==> src/rtl/anubis_pkg.sv <==
// Shared types and constants for the Anubis iterative round controller.
package anubis_pkg;

    localparam int unsigned BLOCK_W    = 128;
    localparam int unsigned ROUNDS_MIN = 12;
    localparam int unsigned ROUNDS_MAX = 18;

    typedef logic [BLOCK_W-1:0] block_t;

    typedef enum logic [1:0] {
        IDLE  = 2'd0,
        ROUND = 2'd1,
        DONE  = 2'd2
    } state_e;

    // Round count must be in range and fit the key-index width.
    function automatic bit rounds_legal(input int unsigned rounds, input int unsigned idx_w);
        return (rounds >= ROUNDS_MIN) && (rounds <= ROUNDS_MAX) && ((64'd1 << idx_w) > rounds);
    endfunction

endpackage

==> src/rtl/anubis_round_ctrl_if.sv <==
// Block handshake, key-schedule and round-datapath signals of the round controller.
// ANUBIS_ROUND_CTRL_DECRYPT_EN adds the decrypt select.
interface anubis_round_ctrl_if #(
    parameter int unsigned IDX_W = 5
);
    import anubis_pkg::*;

    logic             in_valid;
    logic             in_ready;
    block_t           in_block;
    logic [IDX_W-1:0] rk_idx;
    block_t           rk;
    block_t           dp_in;
    logic             dp_last;
    block_t           dp_out;
    logic             out_valid;
    logic             out_ready;
    block_t           out_block;
    logic             busy;
`ifdef ANUBIS_ROUND_CTRL_DECRYPT_EN
    logic             decrypt;
`endif

    // Controller side.
    modport slave (
`ifdef ANUBIS_ROUND_CTRL_DECRYPT_EN
        input  decrypt,
`endif
        input  in_valid, in_block, rk, dp_out, out_ready,
        output in_ready, rk_idx, dp_in, dp_last, out_valid, out_block, busy
    );

    // Environment side: block source/sink, key schedule and round datapath.
    modport master (
`ifdef ANUBIS_ROUND_CTRL_DECRYPT_EN
        output decrypt,
`endif
        output in_valid, in_block, rk, dp_out, out_ready,
        input  in_ready, rk_idx, dp_in, dp_last, out_valid, out_block, busy
    );

endinterface

==> src/rtl/anubis_round_cnt.sv <==
// Loadable up/down round-key index counter with terminal-count and illegal-value flags.
module anubis_round_cnt #(
    parameter int unsigned ROUNDS = 12,
    parameter int unsigned IDX_W  = 5
) (
    input  logic             clk,
    input  logic             rst,
    input  logic             i_clr,
    input  logic             i_load,
    input  logic             i_down,
    input  logic             i_step,
    output logic [IDX_W-1:0] o_idx,
    output logic             o_last,
    output logic             o_bad
);

    localparam logic [IDX_W-1:0] LP_MAX = IDX_W'(ROUNDS);
    localparam logic [IDX_W-1:0] LP_ONE = IDX_W'(1);

    logic [IDX_W-1:0] r_idx;
    logic             r_down;

    always_ff @(posedge clk or posedge rst) begin
        if (rst) begin
            r_idx  <= '0;
            r_down <= 1'b0;
        end else if (i_clr) begin
            r_idx  <= '0;
            r_down <= 1'b0;
        end else if (i_load) begin
            // Whitening already consumed key 0 (or ROUNDS), so round 1 starts one step in.
            r_idx  <= i_down ? (LP_MAX - LP_ONE) : LP_ONE;
            r_down <= i_down;
        end else if (i_step) begin
            r_idx  <= r_down ? (r_idx - LP_ONE) : (r_idx + LP_ONE);
        end
    end

    assign o_idx  = r_idx;
    assign o_last = r_down ? (r_idx == '0) : (r_idx == LP_MAX);
    assign o_bad  = (r_idx > LP_MAX);

endmodule

==> src/rtl/anubis_round_ctrl.sv <==
// Iterative Anubis round sequencer: whitening, ROUNDS datapath passes, then result handshake.
// Optional macro ANUBIS_ROUND_CTRL_DECRYPT_EN enables reversed key order for decryption.
module anubis_round_ctrl
    import anubis_pkg::*;
#(
    parameter int unsigned ROUNDS = 12,
    parameter int unsigned IDX_W  = 5
) (
    input  logic               clk,
    input  logic               rst,
    anubis_round_ctrl_if.slave bus
);

    if (!rounds_legal(ROUNDS, IDX_W)) begin : g_param_err
        $error("anubis_round_ctrl: illegal ROUNDS/IDX_W combination");
    end

    state_e           r_state;
    state_e           w_state_nxt;
    block_t           r_block;
    logic             w_dec;
    logic             w_accept;
    logic             w_cnt_step;
    logic             w_cnt_clr;
    logic             w_cnt_last;
    logic             w_cnt_bad;
    logic [IDX_W-1:0] w_cnt_idx;
    logic [IDX_W-1:0] w_white_idx;

`ifdef ANUBIS_ROUND_CTRL_DECRYPT_EN
    assign w_dec = bus.decrypt;
`else
    assign w_dec = 1'b0;
`endif

    assign w_white_idx = w_dec ? IDX_W'(ROUNDS) : '0;
    assign w_accept    = bus.in_valid && (r_state == IDLE);
    assign w_cnt_step  = (r_state == ROUND) && !w_cnt_last;
    // Any exit to IDLE (normal, illegal state or counter) resets the counter.
    assign w_cnt_clr   = (r_state != IDLE) && (w_state_nxt == IDLE);

    anubis_round_cnt #(
        .ROUNDS (ROUNDS),
        .IDX_W  (IDX_W)
    ) u_round_cnt (
        .clk    (clk),
        .rst    (rst),
        .i_clr  (w_cnt_clr),
        .i_load (w_accept),
        .i_down (w_dec),
        .i_step (w_cnt_step),
        .o_idx  (w_cnt_idx),
        .o_last (w_cnt_last),
        .o_bad  (w_cnt_bad)
    );

    always_ff @(posedge clk or posedge rst) begin
        if (rst) begin
            r_state <= IDLE;
        end else begin
            r_state <= w_state_nxt;
        end
    end

    always_comb begin
        w_state_nxt = IDLE;
        case (r_state)
            IDLE:  w_state_nxt = bus.in_valid ? ROUND : IDLE;
            ROUND: begin
                if (w_cnt_bad) begin
                    w_state_nxt = IDLE;
                end else if (w_cnt_last) begin
                    w_state_nxt = DONE;
                end else begin
                    w_state_nxt = ROUND;
                end
            end
            DONE:  w_state_nxt = bus.out_ready ? IDLE : DONE;
            default: w_state_nxt = IDLE;
        endcase
    end

    always_comb begin
        bus.in_ready  = (r_state == IDLE);
        bus.out_valid = (r_state == DONE);
        bus.busy      = (r_state != IDLE);
        bus.dp_last   = (r_state == ROUND) && w_cnt_last;
        bus.rk_idx    = (r_state == IDLE) ? w_white_idx : w_cnt_idx;
    end

    always_ff @(posedge clk or posedge rst) begin
        if (rst) begin
            r_block <= '0;
        end else if (w_accept) begin
            r_block <= bus.in_block ^ bus.rk;
        end else if (r_state == ROUND) begin
            r_block <= bus.dp_out;
        end
    end

    assign bus.dp_in     = r_block;
    assign bus.out_block = r_block;

endmodule
==> src/flat_wrapper.sv <==
// flat-port wrapper written by rule: the top's interface ports become plain ports
module anubis_round_ctrl_flat import anubis_pkg::*;
#(
    parameter int unsigned ROUNDS = 12,
    parameter int unsigned IDX_W  = 5
)
  (clk, rst, bus_in_valid, bus_in_block, bus_rk, bus_dp_out, bus_out_ready, bus_in_ready, bus_rk_idx, bus_dp_in, bus_dp_last, bus_out_valid, bus_out_block, bus_busy);
  anubis_round_ctrl_if #(.IDX_W(IDX_W)) bus_i ();
  input  logic clk;
  input  logic rst;
  input wire logic [$bits(bus_i.in_valid)-1:0] bus_in_valid;
  input wire logic [$bits(bus_i.in_block)-1:0] bus_in_block;
  input wire logic [$bits(bus_i.rk)-1:0] bus_rk;
  input wire logic [$bits(bus_i.dp_out)-1:0] bus_dp_out;
  input wire logic [$bits(bus_i.out_ready)-1:0] bus_out_ready;
  output wire logic [$bits(bus_i.in_ready)-1:0] bus_in_ready;
  output wire logic [$bits(bus_i.rk_idx)-1:0] bus_rk_idx;
  output wire logic [$bits(bus_i.dp_in)-1:0] bus_dp_in;
  output wire logic [$bits(bus_i.dp_last)-1:0] bus_dp_last;
  output wire logic [$bits(bus_i.out_valid)-1:0] bus_out_valid;
  output wire logic [$bits(bus_i.out_block)-1:0] bus_out_block;
  output wire logic [$bits(bus_i.busy)-1:0] bus_busy;
  assign bus_i.in_valid = bus_in_valid;
  assign bus_i.in_block = bus_in_block;
  assign bus_i.rk = bus_rk;
  assign bus_i.dp_out = bus_dp_out;
  assign bus_i.out_ready = bus_out_ready;
  assign bus_in_ready = bus_i.in_ready;
  assign bus_rk_idx = bus_i.rk_idx;
  assign bus_dp_in = bus_i.dp_in;
  assign bus_dp_last = bus_i.dp_last;
  assign bus_out_valid = bus_i.out_valid;
  assign bus_out_block = bus_i.out_block;
  assign bus_busy = bus_i.busy;
  anubis_round_ctrl #(.ROUNDS(ROUNDS), .IDX_W(IDX_W)) u_core (.clk(clk), .rst(rst), .bus(bus_i));
endmodule
==> config.mk <==
export PLATFORM = sky130hd
export DESIGN_NAME = anubis_round_ctrl_flat
export DESIGN_NICKNAME = d
export VERILOG_FILES = /design/src/rtl/anubis_pkg.sv /design/src/rtl/anubis_round_ctrl_if.sv /design/src/rtl/anubis_round_cnt.sv /design/src/rtl/anubis_round_ctrl.sv /design/src/flat_wrapper.sv
export SDC_FILE = /design/constraint.sdc
export NUM_CORES = 1
export LEC_CHECK = 0
export CAP_MARGIN = 25
export CORE_AREA = 2 2 254 256
export DETAILED_ROUTE_END_ITERATION = 8
export DIE_AREA = 0 0 256 258
export PLACE_DENSITY_LB_ADDON = 0.12
export SLEW_MARGIN = 10
export SYNTH_ARGS = -nofsm -noshare
export SYNTH_HDL_FRONTEND = slang
export SYNTH_SLANG_ARGS = --single-unit
==> constraint.sdc <==
create_clock -name clk -period 8.6 [get_ports clk]
set_clock_uncertainty 0.1 [all_clocks]
set_input_delay 1.72 -clock clk [delete_from_list [all_inputs] [get_ports clk]]
set_output_delay 1.72 -clock clk [all_outputs]
set_load 0.02 [all_outputs]
# Word level (Yosys, flattened, before mapping)
# Cells that the tools add are included.
[totals]
output_inout_bits = 265
wordCells = 38
regBits = 136
[op_classes]
n_eq_ne = 3
reduce_logical = 12
n_bitwise = 1
n_addsub = 2
mux = 15
magnitude_cmp = 1
[op_table]
columns = ["op", "count"]
rows = [
  ["$mux W128", 2],
  ["$xor A128 B128 Y128", 1],
  ["$mux W5", 5],
  ["$mux W2", 3],
  ["$pmux W2 S3", 1],
  ["$reduce_bool A2 Y1", 3],
  ["$add A5 B1 Y5 const B", 1],
  ["$eq A5 B4 Y1 const B", 1],
  ["$gt A5 B4 Y1 const B", 1],
  ["$logic_not A5 Y1", 1],
  ["$sub A5 B1 Y5 const B", 1],
  ["$logic_and A1 B1 Y1", 4],
  ["$logic_not A2 Y1", 2],
  ["$mux W1", 4],
  ["$reduce_bool A3 Y1", 1],
  ["$eq A2 B1 Y1 const B", 1],
  ["$eq A2 B2 Y1 const B", 1],
  ["$logic_not A1 Y1", 1],
]

# Logic depth before layout (Yosys ltp)
# Gate-level depths: netlist of the first run.
[depth]
depth_word = 8
depth_mapped = 6
mapped_depth_nobuf = 5

# Hierarchy
# Synthesis of the first run repeated with hierarchy kept, for this count alone.
[unflattened]
cells_unflattened = 937
hier_area_um2 = 8293.0
[modules_own_cells]
columns = ["module", "n_inst", "cells_each", "area_each_um2"]
rows = [
  ["anubis_round_ctrl", 1, 881, 7835.0],
  ["anubis_round_cnt", 1, 56, 457.9],
]

# Worst setup path before layout of the first run
# Ideal clock, no wire load.
[synth_path]
path_kind = "flip-flop to output port"
startpoint = "register u_core.r_state[1]"
endpoint = "output bus_dp_last"
stages_incl_launch_ff = 5
arrival_ps = 1243
path_slack_ps = 5537
required_ps = 6780
cell_sequence = "dfrtp_1 -> nand2b_1 -> buf_4 -> buf_2 -> nor2_1"
[synth_between]
elab_chain_len = 2
[synth_lines]
columns = ["item", "line", "source"]
rows = [
  ["from (decl)", "anubis_round_ctrl.sv:18", "state_e r_state;"],
  ["from (signal assigned)", "anubis_round_ctrl.sv:61", "r_state <= w_state_nxt;"],
  ["$eq A2 B1 Y1", "anubis_round_ctrl.sv:87", "bus.dp_last = (r_state == ROUND) && w_cnt_last;"],
  ["$logic_and A1 B1 Y1", "anubis_round_ctrl.sv:87", ""],
  ["to (decl)", "flat_wrapper.sv:19", "output wire logic [$bits(bus_i.dp_last)-1:0] bus_dp_last;"],
]
# No other way between the ends.

# Worst setup path in the final report of the first run
[layout_path]
startpoint = "register u_core.u_round_cnt.r_idx[0], in the netlist u_core.u_round_cnt.o_idx[0]"
endpoint = "output bus_dp_last"
[layout_between]
elab_chain_len = 3
elab_cells_between_ends = 4
classes_between = "eq/ne (1); mux (1); reduce/logical (2)"
[layout_lines]
columns = ["item", "line", "source"]
rows = [
  ["from (decl)", "anubis_round_cnt.sv:20", "logic [IDX_W-1:0] r_idx;"],
  ["from (signal assigned)", "anubis_round_cnt.sv:32", "r_idx <= i_down ? (LP_MAX - LP_ONE) : LP_ONE;"],
  ["from (signal assigned)", "anubis_round_cnt.sv:35", "r_idx <= r_down ? (r_idx - LP_ONE) : (r_idx + LP_ONE);"],
  ["$eq A5 B4 Y1 or $logic_not A5 Y1 (tied branches)", "anubis_round_cnt.sv:40", "assign o_last = r_down ? (r_idx == '0) : (r_idx == LP_MAX);"],
  ["$mux W1 (*)", "anubis_round_cnt.sv:40", ""],
  ["$logic_and A1 B1 Y1 (*)", "anubis_round_ctrl.sv:87", ""],
]
# Every way passes the cells marked *; elsewhere a longest branch is shown, timed or not.

==> results.json, run 1 <==
{
  "cp-start-kind": "register",
  "num-fill-cells": 6840,
  "async_reset_ff_frac": 1.00,
  "synth_seq_cells": 135,
  "synth_area_sq_um": 8480,
  "h-tree-depth": 4,
  "slew_headroom": 0.356,
  "clock_latency_ns": 0.47,
  "cp-end-kind": "output pin",
  "cts_setup_buffers": 0,
  "syn_to_final_growth_pct": 82.1,
  "dieArea_sq_um": 66000,
  "cts.repair.resized": 0,
  "rsz0062_at_grt": "no",
  "final_cell_mix": "652 x clkdlybuf4s50_1, 135 x dfrtp_1, 128 x mux2i_1, 128 x xor2_1, 128 x nand2_1",
  "antenna_found_initial": 1,
  "cp_max_fo": 8,
  "dpl.hpwl_mm": 30.6,
  "vias_per_cell": 3.45,
  "syn_nets": 1249,
  "cts_buffers": 17,
  "cts.sinks": 135,
  "tns_ns": 0,
  "clockBufferDepth": 2,
  "clock-root-buffer": "clkbuf_16",
  "period_share": 0.487,
  "total_power_mw": 5.10,
  "synthCells": 859,
  "ios": 653,
  "final_max_slew_viol_count": 0,
  "syn_area_per_cell_sq_um": 9.87,
  "totalWireLength_mm": 38.6,
  "initial_utilization": 0.133,
  "wire_per_inst_um": 17.3,
  "first_global_vias": 8178,
  "cp.arrival_ns": 2.37,
  "hold_class": "register to register",
  "finalSetupViolations": 0,
  "layout_commonest_cell": "clkdlybuf4s50_1",
  "cts_tree": "yes",
  "core_sq_um": 63600,
  "ys_seq_area_frac": 0.399,
  "power_density_nw_per_um2": 330,
  "min_period_ns": 4.19,
  "max_cap_viol_count": 0,
  "synth_edf_count": 0,
  "status": "complete, no violations",
  "required_ns": 6.78,
  "overflow": 0,
  "yosysWarnings": 0,
  "synth_flop_cell": "dfrtp_1",
  "path_class": "register to output pin",
  "rows": 93,
  "fp.dieH_um": 258,
  "numPortBuffers": 652,
  "dieWidth_um": 256,
  "grt_use_total": 0.115,
  "hold_buffers": 0,
  "drive_above_1_share": 0.0290,
  "grt_pass1_wl_mm": 55.3,
  "fmax_ghz": 0.239,
  "drtIter0Drc": 223,
  "fin_util": 0.243,
  "place_congestion": 0.771,
  "num_vias": 7708,
  "leakage_nw": 6.20,
  "grt_max_degree": 94,
  "final_antenna_net_count": 0,
  "hold_viol_final": 0,
  "dr.pass1.iters": 4,
  "ys_types": 32,
  "ir_drop_mv": 0.145,
  "path_clk_slew_ns": 0.06,
  "drc": 0,
  "worst_pin_slew_ns": 0.966,
  "nets": 1755
}
==> cell usage after synthesis (2+ instances only) <==
master,instances,area [sq um]
xor2_1,128,1120
clkbuf_2,7,35.0
buf_6,17,191
o21ai_1,82,410
and4_1,2,17.5
buf_2,5,25.0
a21oi_1,4,20.0
dfrtp_1,135,3380
nor2_1,4,15.0
nand2_1,128,480
a21o_1,2,15.0
clkbuf_1,5,18.8
buf_4,138,1040
nand3_1,2,10.0
mux2i_1,128,1280
o21ai_0,46,230
inv_1,5,18.8
nor3_1,2,10.0
nor2b_1,5,31.3
ha_1,2,25.0
==> routing by layer <==
metal  global-route usage  vias up  share of wire
li1                     -     3736              -
met1                0.122     3603           0.38
met2                0.211      337           0.53
met3               0.0415       32          0.073
met4               0.0382        0          0.018
met5                    0        -              0
==> path summary, 6_finish.rpt <==
check,from,end,slack [ns],depth (start not counted)
worst min-delay path,u_core.bus.dp_in[49],u_core.bus.dp_in[49],0.49,2
max in group asynchronous,rst,u_core.bus.dp_in[89],5.24,3
worst min register to register,u_core.bus.dp_in[49],u_core.bus.dp_in[49],0.49,2
min in group asynchronous,rst,u_core.bus.dp_in[117],1.62,2
worst max register to register,u_core.r_state[1],u_core.bus.dp_in[51],5.86,5
worst max-delay path,u_core.u_round_cnt.o_idx[0],bus_dp_last,4.41,5
==> cell families after synthesis <==
kind of cell,count (synthesis),share of synthesized area
XOR/XNOR,128,0.132
AO/OA/AOI/OAI,139,0.0850
adder cells (fa/ha/maj),2,0.00295
flip-flops,135,0.399
buffers and inverters,177,0.156
multiplexers,129,0.152
AND/OR/NAND/NOR,149,0.0725
==> power by group <==
group	switching [mW]	internal [mW]	total [mW]
clock network	0.319	0.456	0.775
logic	1.51	1.50	3.01
registers	0.368	0.950	1.32
==> metrics by stage <==
| step | cells | cell area (sq um) | setup slack [ns] | hold slack [ns] |
|---|---|---|---|---|
| 2_1_floorplan | 859 | 8480 | 3.17 | 0.437 |
| 3_3_place_gp | 2201 | 14800 | 4.21 | 0.469 |
| 3_5_place_dp | 2201 | 14800 | 4.17 | 0.480 |
| 4_1_cts | 2233 | 15400 | 4.31 | 0.494 |
| 5_1_grt | 2233 | 15400 | 4.22 | 0.515 |
| 6_report | 2234 | 15400 | 4.41 | 0.487 |
==> worst max-delay path: stages, from the launching register on <==
cell and delay, ns:
dfrtp_1 0.43, inv_1 0.10, ha_1 0.17, nand4b_1 0.34, nor2_1 0.20, clkdlybuf4s50_1 0.65
==> layout make-up <==
class                      count  area, sq um  area share
antenna                        1         2.50    0.000162
clock buffer                  25          495      0.0321
clock inverter                 7         92.6     0.00600
inverter                       5         23.8     0.00154
multi-input combinational    547         3790       0.246
sequential                   135         3380       0.219
tap                          855         1070      0.0693
timing repair buffer         659         6580       0.426
==> registers in the layout, summed over array words and instances, names as in the netlist <==
name and count:
u_core.bus.dp_in 128, u_core.u_round_cnt.o_idx 5, u_core.r_state 2
Power figures use the tool's default switching activity.
==> run 2, diff against run 1 <==
- CORE_AREA: 2 2 254 256 -> 2 2 257 259
- DIE_AREA: 0 0 256 258 -> 0 0 259 261
- clock period: 8.6 -> 3.9 ns (I/O delays scaled with it)
==> run 2 against run 1 <==
Setup slack got worse by 3.7 ns. Largest power group unchanged. Die area is 2.3% higher. Cell count up 0.67%. Sequential share of layout area fell by 0.26 points. Register-to-register slack lost 4.4 ns. Final area rose by 1.2%. Largest cell class unchanged.
==> results.json, run 2 (synthesis results as in run 1) <==
{
  "whs_ns": 0.485,
  "hold_path_startpoint": "u_core.bus.dp_in[47]",
  "leakage_nw": 6.28,
  "path_class": "register to output pin",
  "final_max_slew_viol_count": 0,
  "grt_max_degree": 175,
  "min_to": "u_core.bus.dp_in[47]",
  "cp-end-kind": "output pin",
  "met3WireLength_mm": 3.16,
  "dieWidth_um": 259,
  "reg2reg_depth": 4,
  "clock-root-buffer": "clkbuf_16",
  "num_vias": 7701,
  "antenna_found_initial": 0,
  "cp.arrival_ns": 2.28,
  "first_global_vias": 8048,
  "finalSetupViolations": 0,
  "required_ns": 3.02,
  "drtIter0Drc": 186,
  "hold_buffers": 0,
  "final_cell_mix": "652 x clkdlybuf4s50_1, 135 x dfrtp_1, 128 x mux2i_1, 128 x xor2_1, 128 x nand2_1",
  "cts_buffers": 17,
  "worst_r2r_endpoint": "u_core.u_round_cnt.o_idx[0]",
  "cp_max_fo": 8,
  "vias_per_cell": 3.42,
  "final_cells": 2249,
  "tns_ns": 0,
  "layout_commonest_cell": "clkdlybuf4s50_1",
  "holdPathStages": 2,
  "core_sq_um": 65000,
  "fin_util": 0.240,
  "rsz0062_at_grt": "no",
  "clockBufferDepth": 2,
  "cts_tree": "yes",
  "worst_pin_slew_ns": 0.948,
  "place_congestion": 0.757,
  "final_antenna_net_count": 0,
  "num-fill-cells": 7005,
  "r2r_slack_ns": 1.48,
  "r2r_start": "u_core.r_state[1]",
  "nets": 1762,
  "initial_utilization": 0.130,
  "hold_class": "register to register",
  "highest_layer": "met4",
  "max_cap_viol_count": 0,
  "drive_above_1_share": 0.0368,
  "ir_drop_mv": 0.275,
  "cts.repair.resized": 0,
  "path_clk_slew_ns": 0.06,
  "wl_met2_mm": 20.9,
  "slew_headroom": 0.368,
  "grt_pass1_wl_mm": 54.3,
  "total_power_mw": 11.5,
  "fmax_ghz": 0.317,
  "syn_to_final_growth_pct": 84.3,
  "wire_per_inst_um": 17.2,
  "dr.pass1.iters": 4,
  "min_period_ns": 3.16,
  "power_density_nw_per_um2": 735,
  "grt_use_total": 0.111,
  "wl_met1_mm": 14.2,
  "ios": 653,
  "cts.sinks": 135,
  "h-tree-depth": 4,
  "rows": 94,
  "overflow": 0,
  "status": "complete, no violations",
  "totalWireLength_mm": 38.7,
  "antenna_cells": 0,
  "clock_latency_ns": 0.47,
  "largest_register_ffs": 128,
  "place_inst": 2217,
  "cts_setup_buffers": 0,
  "period_share": 0.809,
  "hold_viol_final": 0,
  "dieArea_sq_um": 67600,
  "fp.dieH_um": 261,
  "numPortBuffers": 652,
  "cp-start-kind": "register",
  "drc": 0,
  "dpl.hpwl_mm": 30.6
}
## run 2: cell types whose count changed in the layout (fill, tap and decap cells not counted)
cell and change:
buf_4 +2, clkinvlp_4 +1, clkbuf_1 -4, inv_6 -1, buf_12 +5, bufinv_16 +2
clkinv_4 +2, diode_2 -1
## run 2: layer usage
layer,GRT usage,up-vias
met2,0.207,305
met1,0.116,3627
met4,0.0318,0
met3,0.0425,24
li1,-,3745
met5,0,-
## run 2: area by class of cell
type / count / area [sq um] / share of cell area
Timing Repair Buffer: 666 / 6690 / 0.429
Multi-Input combinational cell: 547 / 3790 / 0.243
Sequential cell: 135 / 3380 / 0.216
Tap cell: 864 / 1080 / 0.0692
Clock buffer: 21 / 480 / 0.0308
Clock inverter: 11 / 170 / 0.0109
Inverter: 5 / 22.5 / 0.00144
## run 2: stage by stage
step                instance area, sq um  worst slack, ns
finish                             15600            0.743
global route                       15600            0.524
CTS                                15600            0.669
detailed placement                 15000             1.18
global placement                   15000             1.24
floorplan                           8480             1.34
## run 2: report_power, final
group / switching, mW / internal [mW]
Clock: 0.724 / 1.14
Sequential: 0.809 / 2.09
Combinational: 3.36 / 3.36
Total: 4.89 / 6.59
## run 2: worst max-delay path, stage by stage, from the launching register on
cell and delay (ns):
dfrtp_1 0.42, inv_1 0.10, ha_1 0.16, nand4b_1 0.27, nor2_1 0.20, clkdlybuf4s50_1 0.65
## run 2: worst max path at each step
stage | startpoint | end | slack, ns
4_1_cts | u_core.u_round_cnt.o_idx[0] | bus_dp_last | 0.67
2_1_floorplan | rst | u_core.bus.dp_in[0] | 1.34
6_report | u_core.u_round_cnt.o_idx[0] | bus_dp_last | 0.74
3_5_place_dp | bus_in_valid | u_core.bus.dp_in[2] | 1.18
3_3_place_gp | u_core.u_round_cnt.o_idx[0] | bus_dp_last | 1.24
5_1_grt | u_core.u_round_cnt.o_idx[0] | bus_dp_last | 0.52
==> run 3, diff against run 2 <==
- clock period: 3.9 -> 2.97 ns (I/O delays scaled with it)
==> run 3 against run 2 <==
Clock-buffer cell count is 1 lower. Critical endpoint is now bus_busy. Largest power group unchanged. Register-to-register slack worse by 0.46 ns. Sequential power is 31% higher. Utilization hardly changed. Via count is 0.74% lower. Global-route usage hardly changed. Sequential cell count stayed put. Setup slack worse by 0.58 ns.
==> results.json, run 3 (synthesis results as in run 1) <==
{
  "status": "complete, no violations",
  "clockBufferDepth": 2,
  "totalWireLength_mm": 38.8,
  "met3_usage": 0.0396,
  "slowest_stage": "clkdlybuf4s50_1",
  "first_global_vias": 7885,
  "num_vias": 7644,
  "clock-root-buffer": "clkbuf_16",
  "multi_input_comb_area_sq_um": 3800,
  "power.internal_mw": 8.39,
  "tns_ns": 0,
  "hold_class": "input port to asynchronous set/reset pin",
  "required_ns": 2.28,
  "grt_max_degree": 72,
  "combPwrFrac": 0.595,
  "cp.arrival_ns": 2.12,
  "place_inst": 2227,
  "grt_use_total": 0.111,
  "use_met1": 0.124,
  "place_area_sq_um": 15100,
  "cts.sinks": 135,
  "final_cell_mix": "650 x clkdlybuf4s50_1, 135 x dfrtp_1, 128 x mux2i_1, 128 x xor2_1, 128 x nand2_1",
  "fmax_ghz": 0.356,
  "reg2reg_depth": 5,
  "num-fill-cells": 6994,
  "dieWidth_um": 259,
  "fp.dieH_um": 261,
  "cts_tree": "yes",
  "grtUsageMet2": 0.200,
  "cts_buffers": 17,
  "grt_pass1_wl_mm": 53.9,
  "finalSetupViolations": 0,
  "leakage_nw": 6.32,
  "cp-start-kind": "register",
  "ir_drop_mv": 0.385,
  "cts_setup_buffers": 0,
  "regArea_sq_um": 3380,
  "syn_to_final_growth_pct": 84.4,
  "drtIter0Drc": 261,
  "largest_register_ffs": 128,
  "numPortBuffers": 652,
  "period_share": 0.946,
  "layout_commonest_cell": "clkdlybuf4s50_1",
  "final_cells": 2260,
  "nets": 1772,
  "place_congestion": 0.763,
  "slew_headroom": 0.569,
  "swShare": 0.435,
  "dieArea_sq_um": 67600,
  "drive_above_1_share": 0.0423,
  "stdcell_area_sq_um": 15600,
  "drc": 0,
  "cp_cell_sequence": "nor2_2 > buf_4 > inv_1 > clkdlybuf4s50_1",
  "final_max_slew_viol_count": 0,
  "dr.pass1.iters": 4,
  "core_sq_um": 65000,
  "rows": 94,
  "rsz0062_at_grt": "no",
  "switchingPower_mw": 6.45,
  "grt.busiest_layer": "met2",
  "wire_per_inst_um": 17.2,
  "hold_viol_final": 0,
  "fin_util": 0.240,
  "initial_utilization": 0.130,
  "path_clk_slew_ns": 0.07,
  "ios": 653,
  "antenna_found_initial": 0,
  "power_frac_seq": 0.257,
  "max_cap_viol_count": 0,
  "cp-end-kind": "output pin",
  "overflow": 0,
  "min_period_ns": 2.81,
  "slowest_delay_ns": 0.55,
  "dpl.hpwl_mm": 30.7,
  "clock_latency_ns": 0.47,
  "worst_pin_slew_ns": 0.645,
  "path_class": "register to output pin",
  "power_density_nw_per_um2": 949,
  "final_antenna_net_count": 0,
  "cp_max_fo": 7,
  "whs_ns": 0.458,
  "p_clk_frac": 0.148,
  "vias_per_cell": 3.38,
  "h-tree-depth": 4
}
==> run 3: cell types whose count changed in the layout (fill, tap and decap cells not counted), sizes merged <==
cell	delta
buf	+10
clkbuf	-1
inv	+1
bufinv	-2
clkinv	+2
dlymetal6s2s	+1
dlygate4sd2	+1
clkdlybuf4s50	-2
diode	+1
==> run 3: power groups by stage <==
stage / Sequential (mW) / Clock (mW) / Combinational, mW
global route: 3.95 / 2.40 / 9.36
detailed placement: 3.87 / 0 / 8.97
CTS: 3.87 / 2.37 / 8.98
finish: 3.81 / 2.20 / 8.83
global placement: 3.88 / 0 / 8.97
floorplan: 4.53 / 0 / 4.40
==> run 3: stage by stage <==
| stage | total power [mW] | setup WS (ns) |
|---|---|---|
| floorplan | 8.93 | 0.597 |
| global placement | 12.9 | 0.405 |
| detailed placement | 12.8 | 0.428 |
| CTS | 15.2 | 0.0758 |
| global route | 15.7 | 0.0167 |
| finish | 14.8 | 0.160 |
==> run 3: final cells by class <==
class	instances	share of cell area
clock buffer	20	0.0279
antenna	1	0.000160
clock inverter	12	0.00825
sequential	135	0.216
tap	864	0.0692
timing repair buffer	676	0.434
multi-input combinational	547	0.243
inverter	5	0.00144
==> run 3: layer usage <==
| layer | part of all wire | vias to the layer above |
|---|---|---|
| met5 | 0 | - |
| met4 | 0.0097 | 0 |
| met1 | 0.38 | 3544 |
| met2 | 0.53 | 321 |
| met3 | 0.077 | 19 |
| li1 | - | 3760 |
==> run 3: critical path, delay by kind of cell, from the launching register on <==
| kind | cells | cell delay (ns) |
|---|---|---|
| buf+inv | 3 | 0.87 |
| simple gates | 1 | 0.27 |
| flops | 1 | 0.49 |
==> run 3: repair_timing <==
action,CTS,global route
resized for setup,2,1
pin swaps,0,0
endpoints found under the setup margin,2,1
hold buffers,0,0
==> run 3: path summary, 6_finish.rpt <==
path                                 startpoint               endpoint  slack [ns]
min                                         rst   u_core.bus.dp_in[18]        0.46
max                           u_core.r_state[1]               bus_busy        0.16
min in group clk           u_core.bus.dp_in[53]   u_core.bus.dp_in[53]        0.49
max in group asynchronous                   rst  u_core.bus.dp_in[110]        1.65
min reg2reg                u_core.bus.dp_in[53]   u_core.bus.dp_in[53]        0.49
max reg2reg                   u_core.r_state[0]   u_core.bus.dp_in[88]        1.02
